**src/rtl/cdc_tx_handshake_ctrl_pkg.sv**
```systemverilog
// Shared definitions for the source-side CDC handshake controller:
// FSM state encoding and timeout counter sizing.
package cdc_tx_handshake_ctrl_pkg;

   typedef enum logic [1:0] {
      IDLE        = 2'b00,
      WAIT_ACK_HI = 2'b01,
      WAIT_ACK_LO = 2'b10
   } state_t;

   // ceil(log2(cycles+1)), never below one bit so a disabled timeout still elaborates
   function automatic int cnt_width(input int cycles);
      int w;
      w = 1;
      while ((1 << w) < (cycles + 1)) w++;
      return w;
   endfunction

endpackage

```
**src/rtl/cdc_tx_handshake_ctrl_sync.sv**
```systemverilog
// Multi-flop synchronizer chain; only the last stage is meant to be consumed.
module ack_sync_chain #(
   parameter int WIDTH = 1,
   parameter int DEPTH = 2
) (
   input  logic             CLK,
   input  logic             RST,
   input  logic [WIDTH-1:0] d,
   output logic [WIDTH-1:0] q
);

   logic [DEPTH-1:0][WIDTH-1:0] sync_q;

   always_ff @(posedge CLK) begin
      if (RST) sync_q <= '0;
      else     sync_q <= {sync_q[DEPTH-2:0], d};
   end

   assign q = sync_q[DEPTH-1];

endmodule

```
**src/rtl/cdc_tx_handshake_ctrl.sv**
```systemverilog
// Source-domain 4-phase req/ack sequencer: captures one word, raises REQ,
// waits for the synchronized ACK to rise and fall, with a bounded wait in each phase.
module cdc_tx_handshake_ctrl
   import cdc_tx_handshake_ctrl_pkg::*;
#(
   parameter int BUS_WIDTH      = 8,
   parameter int NUM_STAGES     = 2,
   parameter int TIMEOUT_CYCLES = 1024
) (
   input  logic                 CLK,
   input  logic                 RST,
   input  logic [BUS_WIDTH-1:0] TX_DATA,
   input  logic                 TX_VALID,
   output logic                 TX_READY,
   output logic [BUS_WIDTH-1:0] XFER_DATA,
   output logic                 REQ,
   input  logic                 ACK_ASYNC,
   output logic                 DONE,
   output logic                 TIMEOUT_ERR,
   input  logic                 CLR_ERR
);

   localparam int             CW      = cnt_width(TIMEOUT_CYCLES);
   localparam bit             TO_EN   = (TIMEOUT_CYCLES > 0);
   localparam logic [CW-1:0]  TO_LAST = CW'((TIMEOUT_CYCLES > 0) ? TIMEOUT_CYCLES - 1 : 0);

   state_t        state;
   logic [CW-1:0] cnt;
   logic          ack_s;
   logic          to_hit;
   logic          aborted;

   ack_sync_chain #(
      .WIDTH (1),
      .DEPTH (NUM_STAGES)
   ) u_ack_sync (
      .CLK (CLK),
      .RST (RST),
      .d   (ACK_ASYNC),
      .q   (ack_s)
   );

   assign to_hit   = TO_EN && (cnt == TO_LAST);
   assign TX_READY = (state == IDLE);

   // Expected ack_s value is tested before to_hit so a coincident timeout loses.
   // 'aborted' suppresses DONE for the return-to-zero that follows a high-phase timeout.
   always_ff @(posedge CLK) begin
      if (RST) begin
         state       <= IDLE;
         cnt         <= '0;
         REQ         <= 1'b0;
         XFER_DATA   <= '0;
         DONE        <= 1'b0;
         TIMEOUT_ERR <= 1'b0;
         aborted     <= 1'b0;
      end else begin
         DONE <= 1'b0;
         if (CLR_ERR) TIMEOUT_ERR <= 1'b0;
         case (state)
            IDLE: begin
               cnt <= '0;
               if (TX_VALID) begin
                  XFER_DATA <= TX_DATA;
                  REQ       <= 1'b1;
                  aborted   <= 1'b0;
                  state     <= WAIT_ACK_HI;
               end
            end
            WAIT_ACK_HI: begin
               if (ack_s) begin
                  REQ   <= 1'b0;
                  cnt   <= '0;
                  state <= WAIT_ACK_LO;
               end else if (to_hit) begin
                  REQ         <= 1'b0;
                  cnt         <= '0;
                  TIMEOUT_ERR <= 1'b1;
                  aborted     <= 1'b1;
                  state       <= WAIT_ACK_LO;
               end else begin
                  cnt <= cnt + CW'(1);
               end
            end
            WAIT_ACK_LO: begin
               if (!ack_s) begin
                  DONE  <= !aborted;
                  cnt   <= '0;
                  state <= IDLE;
               end else if (to_hit) begin
                  TIMEOUT_ERR <= 1'b1;
                  cnt         <= '0;
                  state       <= IDLE;
               end else begin
                  cnt <= cnt + CW'(1);
               end
            end
            default: begin
               REQ   <= 1'b0;
               cnt   <= '0;
               state <= IDLE;
            end
         endcase
      end
   end

endmodule

```
**config.mk**
```make
export PLATFORM = sky130hd
export DESIGN_NAME = cdc_tx_handshake_ctrl
export DESIGN_NICKNAME = d
export VERILOG_FILES = /design/src/rtl/cdc_tx_handshake_ctrl_pkg.sv /design/src/rtl/cdc_tx_handshake_ctrl_sync.sv /design/src/rtl/cdc_tx_handshake_ctrl.sv
export SDC_FILE = /design/constraint.sdc
export NUM_CORES = 1
export LEC_CHECK = 0
export CAP_MARGIN = 10
export CORE_MARGIN = 4
export CORE_UTILIZATION = 39
export DETAILED_ROUTE_END_ITERATION = 8
export RECOVER_POWER = 100
export SYNTH_ARGS = -nofsm -noshare
export SYNTH_HDL_FRONTEND = slang
export SYNTH_SLANG_ARGS = --single-unit
```
**constraint.sdc**
```tcl
create_clock -name CLK -period 2.2 [get_ports CLK]
set_input_delay 0.22 -clock CLK [delete_from_list [all_inputs] [get_ports CLK]]
set_output_delay 0.22 -clock CLK [all_outputs]
set_load 0.03 [all_outputs]
```
==> results.md <==
- Cts hold-fix bufs: 0
- Placement row count: 19
- FILL cells: 278
- R2R setup slack: 0.30 ns
- Post-route ant nets: 0
- Max-cap violation count: 0
- Critical R2R Launch: cnt[0]$_SDFF_PP0_
- Top-Level Pins: 25
- GRT overflow: 0
- Required @ worst endpoint: approximately 2.4 ns
- Vias in the first global route: ~890
- Post-CTS sizing: 0
- Unrepaired setup endpoints after global routing: no
- Worst-path clk slew: 0.14 ns
- Synth warn: 0
- Vias: 965
- Final hold vios: 0
- Crit Path Class: flip-flop to flip-flop
- Status: finished clean
- Post-layout net count: around 180
- Root buffer cell: clkbuf_4
- Post-Syn Area: about 1200 um^2
- Via density: 5.08
- Final instance count without filler cells: 190
- Number of synthesized register bits: 27
- Initial antenna violation count: 0
- Highest metal used: met4
- R2R depth: 5
- Clock Latency Late Sink: about 0.32 ns
- Mapped Cells: 132
- Die Area: 3890 um^2
- Crit-path slowest cell: or4_1
- Peak VDD IR: about 430 uV
- DR WL met3: approximately 71 um
- Critical path launch point type: flip-flop
- Die H: between 60 and 70 um
- Maximum root-to-sink buffer count: 2
- Final wirelength: 2310 um
- Post-route DRC violation count: 0
- Final Skew: around 0.0068 ns
- Largest net degree at the start of global routing: 19
- First-pass GRT wire length: between 4000 and 5000 um
- Total power: roughly 960 uW
- Minimum clock period: 1.90 ns
- P&R area growth vs syn: 26.4%
- IO Port Bufs: 24
- Share of layout cells above drive strength 1: 0.0440
- Fmax: around 0.53 GHz
- Wl on met1: approximately 1100 um
- Slowest stage delay, CP: 0.57 ns
- Crit. End Element: flip-flop
- Number of H-tree levels: 1
- Worst hold stages: 1
- DRT Pass-1 Iters: 4
- Least-Margin Pin Slew: about 0.74 ns
- Starting DRT DRC Count: 36
- Hold path start: aborted$_SDFFE_PP0P_
- Placeable Area: 2780 um^2
- Worst hold-check path type: flip-flop to flip-flop
- Detailed Place HPWL: approximately 1800 um
- Post-placement cell count: 186
- Final period utilization: 0.865
- Fin. max-slew vios: 0
- CTS tree: built
- Crit path buf inv count: 0
- WL met2: roughly 1200 um
- Gr usage total: 0.125
- Worst Path Max Fanout: 9
- CTS Sinks: 27
- Hold path endpoint: DONE$_SDFF_PP0_
- DR WL/cell: around 12 um
- P_leak: slightly above 0.0005 uW
- Antenna diodes: 0
- CP arrival: around 2.1 ns
- Reg2reg end: cnt[2]$_SDFF_PP0_
- Post-synthesis sequential area ratio: 0.469
- Power Density: around 660 nW/um^2
- Unique cell type count in the Yosys netlist: 30
- Setup TNS: 0 ns
- Final setup viols: 0
- Chip width: 62.4 um
- Effective utilization at floorplan: 0.414
- GP Congestion: 0.781
- Worst path top cell family by delay: simple AND/OR/NAND/NOR gates
- Post-Syn Nets: approximately 150
- Crit-path cells: ha_1, nand2_1, or4_1, or2b_1, nor2_1
- Num CTS Buffers: 3
- Slew HR: 0.507
- Synth Area per Inst: just under 9 um^2
- Post-CTS setup buffer count: 0
-- metal layers --
layer	global-route usage	vias up
met5	0	-
met4	0.0398	0
met3	0.0306	2
met2	0.209	9
met1	0.156	448
li1	-	506
-- stage by stage --
step | setup slack (ns) | utilization | hold slack, ns | cell area [um^2]
finish | 0.296 | 0.524 | 0.437 | 1460
global placement | 0.403 | 0.518 | 0.407 | 1440
floorplan | 0.501 | - | 0.348 | 1150
detailed placement | 0.349 | 0.518 | 0.417 | 1440
CTS | 0.313 | 0.529 | 0.425 | 1470
global route | 0.0896 | 0.524 | 0.426 | 1460
-- state kept, by name, summed over array words and instances (netlist names) --
| register | cells |
|---|---|
| DONE | 1 |
| REQ | 1 |
| TIMEOUT_ERR | 1 |
| XFER_DATA | 8 |
| aborted | 1 |
| cnt | 11 |
| state | 2 |
| u_ack_sync.q | 1 |
| u_ack_sync.sync_q | 1 |
-- cells in the final DEF (no fill, tap or decap), types with 2 or more instances in the layout --
cell and count:
clkdlybuf4s50_1 11, xor2_1 2, nand2b_1 5, a21oi_1 12, inv_1 7, dlygate4sd3_1 13, o41ai_1 2, ha_1 4
nor2b_1 3, clkbuf_4 3, nor2_1 12, o21ai_0 4, nand3_1 13, nand2_1 13, xnor2_1 5, dfxtp_1 27
nand3b_1 2, clkbuf_1 3, nor3_1 3
-- cell type report --
class	count	area [um^2]	share of cell area
flip-flops and latches	27	541	0.371
clock buffers	3	22.5	0.0155
inverters	7	26.3	0.0180
well taps	31	38.8	0.0266
multi-input cells	93	562	0.386
repair buffers	28	259	0.178
clock inverters	1	7.51	0.00515
-- report_power, final --
| part | total (uW) | internal (uW) | switching, uW |
|---|---|---|---|
| clock network | 209 | 69.4 | 140 |
| logic | 220 | 90.1 | 129 |
| registers | 528 | 514 | 13.6 |
| total | 956 | 673 | 283 |
-- worst max-delay path by stage --
| stage | slack, ns | endpoint | depth (start not counted) | start |
|---|---|---|---|---|
| detailed placement | 0.35 | cnt[2]$_SDFF_PP0_ | 5 | cnt[0]$_SDFF_PP0_ |
| floorplan | 0.50 | REQ$_SDFFE_PP0P_ | 5 | cnt[0]$_SDFF_PP0_ |
| finish | 0.30 | cnt[2]$_SDFF_PP0_ | 5 | cnt[0]$_SDFF_PP0_ |
| global placement | 0.40 | cnt[7]$_SDFF_PP0_ | 5 | cnt[0]$_SDFF_PP0_ |
| global route | 0.09 | cnt[7]$_SDFF_PP0_ | 5 | cnt[0]$_SDFF_PP0_ |
| CTS | 0.31 | cnt[9]$_SDFF_PP0_ | 5 | cnt[0]$_SDFF_PP0_ |
-- cells in the mapped netlist --
cell type,instances,area share
dfxtp_1,27,0.47
nand2_1,13,0.042
nand3_1,13,0.056
a21oi_1,12,0.052
nor2_1,12,0.039
inv_1,7,0.023
nand2b_1,5,0.027
xnor2_1,5,0.038
clkbuf_1,4,0.013
ha_1,4,0.043
o21ai_0,4,0.017
nor2b_1,3,0.016
nor3_1,3,0.013
nand3b_1,2,0.013
o41ai_1,2,0.015
xor2_1,2,0.015
a211oi_1,1,0.0065
a21boi_0,1,0.0065
a311o_1,1,0.0087
buf_2,1,0.0043
mux2_2,1,0.0098
mux2i_1,1,0.0087
nand3_4,1,0.015
nand4_1,1,0.0054
nor4_1,1,0.0054
nor4b_1,1,0.0076
o22ai_1,1,0.0054
or2b_1,1,0.0065
or3_2,1,0.0065
or4_4,1,0.0098
-- cells by family after synthesis --
logic type,synth area share
mux,0.0185
compound gates,0.112
fa+ha+maj,0.0434
flops,0.469
buf+inv,0.0402
simple gates,0.264
xor+xnor,0.0532
Note: power is estimated with default switching activity, not from simulation.
